==> src/rtl/mips_hazard_pkg.sv <==
// Shared encodings for D-stage hazard detection (Tuse/Tnew, register 0, MULT/DIV latencies).
// Latency: n/a (constants and a pure combinational helper).
// Backpressure: n/a.
package mips_hazard_pkg;

    // Tuse: cycles from D until a source operand is consumed.
    localparam logic [1:0] TUSE_0    = 2'd0;
    localparam logic [1:0] TUSE_1    = 2'd1;
    localparam logic [1:0] TUSE_2    = 2'd2;
    localparam logic [1:0] TUSE_NONE = 2'd3;

    // Tnew: cycles until a producer's result can be forwarded.
    localparam logic [1:0] TNEW_0 = 2'd0;
    localparam logic [1:0] TNEW_1 = 2'd1;
    localparam logic [1:0] TNEW_2 = 2'd2;

    // Default MULT/DIV occupancy after issue from E.
    localparam int MULT_CYC_DEF = 5;
    localparam int DIV_CYC_DEF  = 10;

    // $0 is hard-wired; it never carries a dependency.
    localparam logic [4:0] REG_ZERO = 5'd0;

    // One source operand against the E and M producers.
    function automatic logic src_hazard(
        input logic [4:0] src,
        input logic [1:0] tuse,
        input logic [4:0] e_wa,
        input logic [1:0] e_tnew,
        input logic [4:0] m_wa,
        input logic [1:0] m_tnew
    );
        logic e_hit;
        logic m_hit;
        e_hit = (src == e_wa) && (e_tnew > tuse);
        m_hit = (src == m_wa) && (m_tnew > tuse);
        return (src != REG_ZERO) && (tuse != TUSE_NONE) && (e_hit || m_hit);
    endfunction

endpackage

==> src/rtl/md_busy_ctr.sv <==
// MULT/DIV occupancy countdown; md_busy covers the issue cycle plus N countdown cycles.
// Latency: busy is combinational on the start pulse; countdown registered.
// Backpressure: none; a start while busy reloads the count.
module md_busy_ctr
    import mips_hazard_pkg::*;
#(
    parameter int MULT_CYC = MULT_CYC_DEF,
    parameter int DIV_CYC  = DIV_CYC_DEF,
    parameter int CNT_W    = 4          // 2**CNT_W must exceed max(MULT_CYC, DIV_CYC)
) (
    input  logic clk,
    input  logic reset,
    input  logic i_start,
    input  logic i_div,
    output logic o_busy
);

    localparam logic [CNT_W-1:0] MULT_LOAD = CNT_W'(MULT_CYC);
    localparam logic [CNT_W-1:0] DIV_LOAD  = CNT_W'(DIV_CYC);

    logic [CNT_W-1:0] r_cnt;
    logic             w_cnt_nz;

    assign w_cnt_nz = (r_cnt != '0);

    // Load on issue, otherwise count down and hold at zero.
    always_ff @(posedge clk) begin
        if (reset) begin
            r_cnt <= '0;
        end else if (i_start) begin
            r_cnt <= i_div ? DIV_LOAD : MULT_LOAD;
        end else if (w_cnt_nz) begin
            r_cnt <= r_cnt - 1'b1;
        end
    end

    // Busy is forced low during reset so a mid-window reset drops it immediately.
    always_comb begin
        o_busy = !reset && (i_start || w_cnt_nz);
    end

endmodule

==> src/rtl/hazard_stall_gen.sv <==
// D-stage stall request: Tuse/Tnew data hazards against E/M plus HI/LO use while MULT/DIV busy.
// Latency: stall is combinational (zero cycles); optional stats counter is registered.
// Backpressure: none; the stall controller consumes stall directly. Macro: HAZARD_STALL_STATS_EN.
module hazard_stall_gen
    import mips_hazard_pkg::*;
#(
    parameter int MULT_CYC = MULT_CYC_DEF,
    parameter int DIV_CYC  = DIV_CYC_DEF,
    parameter int CNT_W    = 4
) (
    input  logic        clk,
    input  logic        reset,
    input  logic [4:0]  D_rs,
    input  logic [4:0]  D_rt,
    input  logic [1:0]  D_rs_tuse,
    input  logic [1:0]  D_rt_tuse,
    input  logic        D_is_md,
    input  logic [4:0]  E_wa,
    input  logic [1:0]  E_tnew,
    input  logic [4:0]  M_wa,
    input  logic [1:0]  M_tnew,
    input  logic        E_md_start,
    input  logic        E_md_div,
    output logic        stall,
    output logic        md_busy,
    output logic [31:0] stall_cnt
);

    logic w_hz_rs;
    logic w_hz_rt;
    logic w_md_busy;
    logic w_md_hz;
    logic w_stall;

    md_busy_ctr #(
        .MULT_CYC (MULT_CYC),
        .DIV_CYC  (DIV_CYC),
        .CNT_W    (CNT_W)
    ) u_md_busy_ctr (
        .clk     (clk),
        .reset   (reset),
        .i_start (E_md_start),
        .i_div   (E_md_div),
        .o_busy  (w_md_busy)
    );

    // Per-source data hazards and the combined stall, cleared during reset.
    always_comb begin
        w_hz_rs = src_hazard(D_rs, D_rs_tuse, E_wa, E_tnew, M_wa, M_tnew);
        w_hz_rt = src_hazard(D_rt, D_rt_tuse, E_wa, E_tnew, M_wa, M_tnew);
        w_md_hz = D_is_md && w_md_busy;
        w_stall = !reset && (w_hz_rs || w_hz_rt || w_md_hz);
    end

    assign stall   = w_stall;
    assign md_busy = w_md_busy;

`ifdef HAZARD_STALL_STATS_EN
    logic [31:0] r_stall_cnt;

    // Saturating count of stalled cycles.
    always_ff @(posedge clk) begin
        if (reset) begin
            r_stall_cnt <= 32'd0;
        end else if (w_stall && (r_stall_cnt != 32'hFFFF_FFFF)) begin
            r_stall_cnt <= r_stall_cnt + 32'd1;
        end
    end

    assign stall_cnt = r_stall_cnt;
`else
    assign stall_cnt = 32'd0;
`endif

endmodule

==> config.mk <==
export PLATFORM = sky130hd
export DESIGN_NAME = hazard_stall_gen
export DESIGN_NICKNAME = d
export VERILOG_FILES = /design/src/rtl/mips_hazard_pkg.sv /design/src/rtl/md_busy_ctr.sv /design/src/rtl/hazard_stall_gen.sv
export SDC_FILE = /design/constraint.sdc
export NUM_CORES = 1
export LEC_CHECK = 0
export CORE_ASPECT_RATIO = 1.1
export CORE_MARGIN = 4
export CORE_UTILIZATION = 35
export DETAILED_ROUTE_END_ITERATION = 10
export HOLD_SLACK_MARGIN = 0.05
export PLACE_DENSITY = 0.79
export SLEW_MARGIN = 20
export SYNTH_ARGS = -nofsm -noshare
export SYNTH_HDL_FRONTEND = slang
export SYNTH_SLANG_ARGS = --single-unit
==> constraint.sdc <==
create_clock -name clk -period 2.28 [get_ports clk]
set_clock_uncertainty 0.15 [all_clocks]
set_input_delay 0.456 -clock clk [delete_from_list [all_inputs] [get_ports clk]]
set_output_delay 0.456 -clock clk [all_outputs]
set_load 0.01 [all_outputs]
==> results_dict.tcl <==
set metrics [dict create \
    outcome "complete, but fails checks" \
    violations "setup timing" \
    max-cap-violations 0 \
    track_usage_pct 13.51 \
    die-area_mm2 0.003566 \
    seq_power_share_pct 19.6 \
    die_x_um 57.31 \
    drc 0 \
    top_register "u_md_busy_ctr.r_cnt" \
    dpl.hpwl_um 2142 \
    design_area_mm2 0.001505 \
    min_path_type "reg -> reg" \
    ys_seq_elements 4 \
    critPathMaxStageDelay_ps 260 \
    cp.required_ps 1670 \
    crit_arrival_ps 1690 \
    reg2regPathDepth 8 \
    drt-total-wl_um 2651 \
    vdd_ir_drop_max_uv 292.0 \
    rows 19 \
    syn-instance-count 118 \
    yosysWarnings 0 \
    crit_cells 9 \
    ant_nets 0 \
    cts_made_buffers 3 \
    rsz0062_at_grt "true" \
    drive_gt1_share_pct 36.69 \
    clk_latency_ps 230 \
    synth_most_common_cell "buf_4" \
    grt_pass1_vias 919 \
    slew_violations 0 \
    rr_startpoint "u_md_busy_ctr.r_cnt[0]$_SDFFE_PP0N_" \
    antenna_found_initial 0 \
    largest_reg_flops 4 \
    viasPerCell 4.445 \
    crit_fanout 2 \
    power.internal_w 0.0002913 \
    ys.flop_type "dfxtp_1" \
    reg2reg_slack_ps 670 \
    cp_num_buf_inv 3 \
    synthToLayoutAreaGrowth_pct 60.83 \
    synthTopCellsByArea "buf_4 26%, ha_1 13%, xnor2_1 10%" \
    yosysSeqAreaShare_pct 8.556 \
    fp.dieH_um 62.24 \
    numPortBuffers 34 \
    drt-initial-drc-count 15 \
    vias 889 \
    yosys-top-cells-count "32 x buf_4, 11 x xnor2_1, 11 x xor2_1" \
    grt_max_degree 7 \
    cts_hold_buf 0 \
    synth_cell_types 25 \
    combPwrFrac_pct 62.8 \
    core-area_mm2 0.002520 \
    max_clock_freq_mhz 435.8 \
    cts.sinks 4 \
    p_clk_share_pct 17.6 \
    htree_levels 1 \
    worst-setup-path-type "in -> out" \
    synth_top_area_cell "buf_4" \
    rr_endpoint "u_md_busy_ctr.r_cnt[0]$_SDFFE_PP0N_" \
    crit_slowest_cell "ha_4" \
    startpoint "D_rt_tuse[1]" \
    synth_area_um2 935.9 \
    endpoint "stall" \
    final.period_utilization_pct 100.6 \
    finalSetupTns_ps -14.61 \
    clockRootBuffer "clkbuf_4" \
    dr.pass1.iters 4 \
    startpoint_type "input pin" \
    critPathTopFamily "compound AO/OA/AOI/OAI gates" \
    hold_viol_final 0 \
    place_ws_ps -983.1 \
    post-route-min-period_ps 2295 \
    wl_per_cell_um 13.26 \
    crit_path_cell_trace "buf_4 > inv_4 > ha_4 > nor2b_4 > o2111ai_2 > nor4_1 > o21ai_1 > o211ai_1 > buf_2" \
    switching_power_w 0.0001857 \
    synth_top_area_share_pct 25.67 \
    grt_pass1_wl_um 3946 \
    p_leak_nw 0.7870 \
    antenna_cells 0 \
    place_area_mm2 0.001296 \
    clk_pin_slew_ps 30 \
    overflow 0 \
    setup_ws_ps -14.61 \
    clockBufferDepth 2 \
    synthArstFlopShare_pct 0 \
    setup_viol 1 \
    p_sw_share_pct 38.93 \
    reg_top3 "u_md_busy_ctr.r_cnt (4)" \
    cts_tree "done" \
    ios 67 \
    synth_edf_count 0 \
    nNetsFinal 214 \
    p_per_area_mw_per_mm2 317.0 \
    synth.avg_cell_area_um2 7.931 \
    gp_congestion 0.8321 \
    start_util_pct 37.14 \
    endpoint_kind "output pin" \
]
stage by stage:
stage	std cells	utilization [%]	total power (W)	hold WS (ps)
floorplan	149	-	0.0002663	323.5
global placement	196	51.44	0.0003430	356.6
detailed placement	196	51.44	0.0003545	375.9
CTS	200	54.72	0.0004532	380.8
global route	200	59.73	0.0005177	412.0
finish	200	59.73	0.0004771	373.8
layout make-up:
type	instances	area [µm²]
Sequential cell	4	80.08
Timing Repair Buffer	49	444.2
Tap cell	31	38.79
Fill cell	240	1015
Clock buffer	3	22.52
Multi-Input combinational cell	104	878.3
Inverter	9	41.29
tightest hold or removal path: stages (launching register included):
cell      delay (ps)
dfxtp_1          300
inv_1             90
a211oi_1          80
worst min-delay path by stage:
stage                                              startpoint                                  end  slack (ps)  cells after the start
after CTS                 u_md_busy_ctr.r_cnt[1]$_SDFFE_PP0N_  u_md_busy_ctr.r_cnt[1]$_SDFFE_PP0N_         380                      2
after detailed placement  u_md_busy_ctr.r_cnt[1]$_SDFFE_PP0N_  u_md_busy_ctr.r_cnt[1]$_SDFFE_PP0N_         380                      2
final                     u_md_busy_ctr.r_cnt[1]$_SDFFE_PP0N_  u_md_busy_ctr.r_cnt[1]$_SDFFE_PP0N_         370                      2
after floorplan           u_md_busy_ctr.r_cnt[1]$_SDFFE_PP0N_  u_md_busy_ctr.r_cnt[1]$_SDFFE_PP0N_         320                      2
after global routing      u_md_busy_ctr.r_cnt[1]$_SDFFE_PP0N_  u_md_busy_ctr.r_cnt[1]$_SDFFE_PP0N_         410                      2
after global placement    u_md_busy_ctr.r_cnt[1]$_SDFFE_PP0N_  u_md_busy_ctr.r_cnt[1]$_SDFFE_PP0N_         360                      2
placed cells by master, fill, tap and decap left out, types with 2 or more instances in the layout:
cell type        Yosys  layout
a21oi_1              5       4
buf_4               32      16
buf_6                0       5
clkbuf_2             0       7
clkbuf_4             0       3
clkdlybuf4s50_1      0       3
conb_1               1      32
dfxtp_1              4       4
dlygate4sd2_1        0       4
dlymetal6s2s_1       0      13
ha_1                10       2
ha_4                 0       7
inv_1                9       4
inv_2                0       2
inv_4                0       3
nand2_1              6       4
nand2_2              0       2
nand4_1              2       2
nor2_1               5       4
nor3_1               4       4
nor4_2               0       2
o21ai_0              4       2
o21ai_1              0       2
xnor2_1             11       6
xnor2_2              0       5
xor2_1              11      10
power groups by stage:
stage	registers (W)	clock network (W)	logic (W)
2_1_floorplan	0.0000914	0	0.000175
3_3_place_gp	0.0000926	0	0.000250
3_5_place_dp	0.0000940	0	0.000261
4_1_cts	0.0000930	0.0000885	0.000272
5_1_grt	0.0000951	0.0000962	0.000326
6_report	0.0000934	0.0000841	0.000300
per-layer routing:
metal / GRT usage (%) / wire length [µm]
met1: 15.37 / 969
met2: 26.00 / 1448
met3: 1.242 / 177
met4: 3.478 / 56
met5: 0 / 0
logic make-up after synthesis:
family | share of synthesized area [%]
adders and majority gates | 13.37
other | 0.4007
buffers and inverters | 29.28
DFF | 8.556
AOI/OAI and AO/OA | 13.24
and+or+nand+nor | 14.57
xor gates and xnor gates | 20.59
timing repair:
action,CTS,global route
setup buffers,1,0
gates resized for setup,44,67
setup endpoints to repair,2,2
pin swaps,11,19
Note: power is estimated with default switching activity, not from simulation.
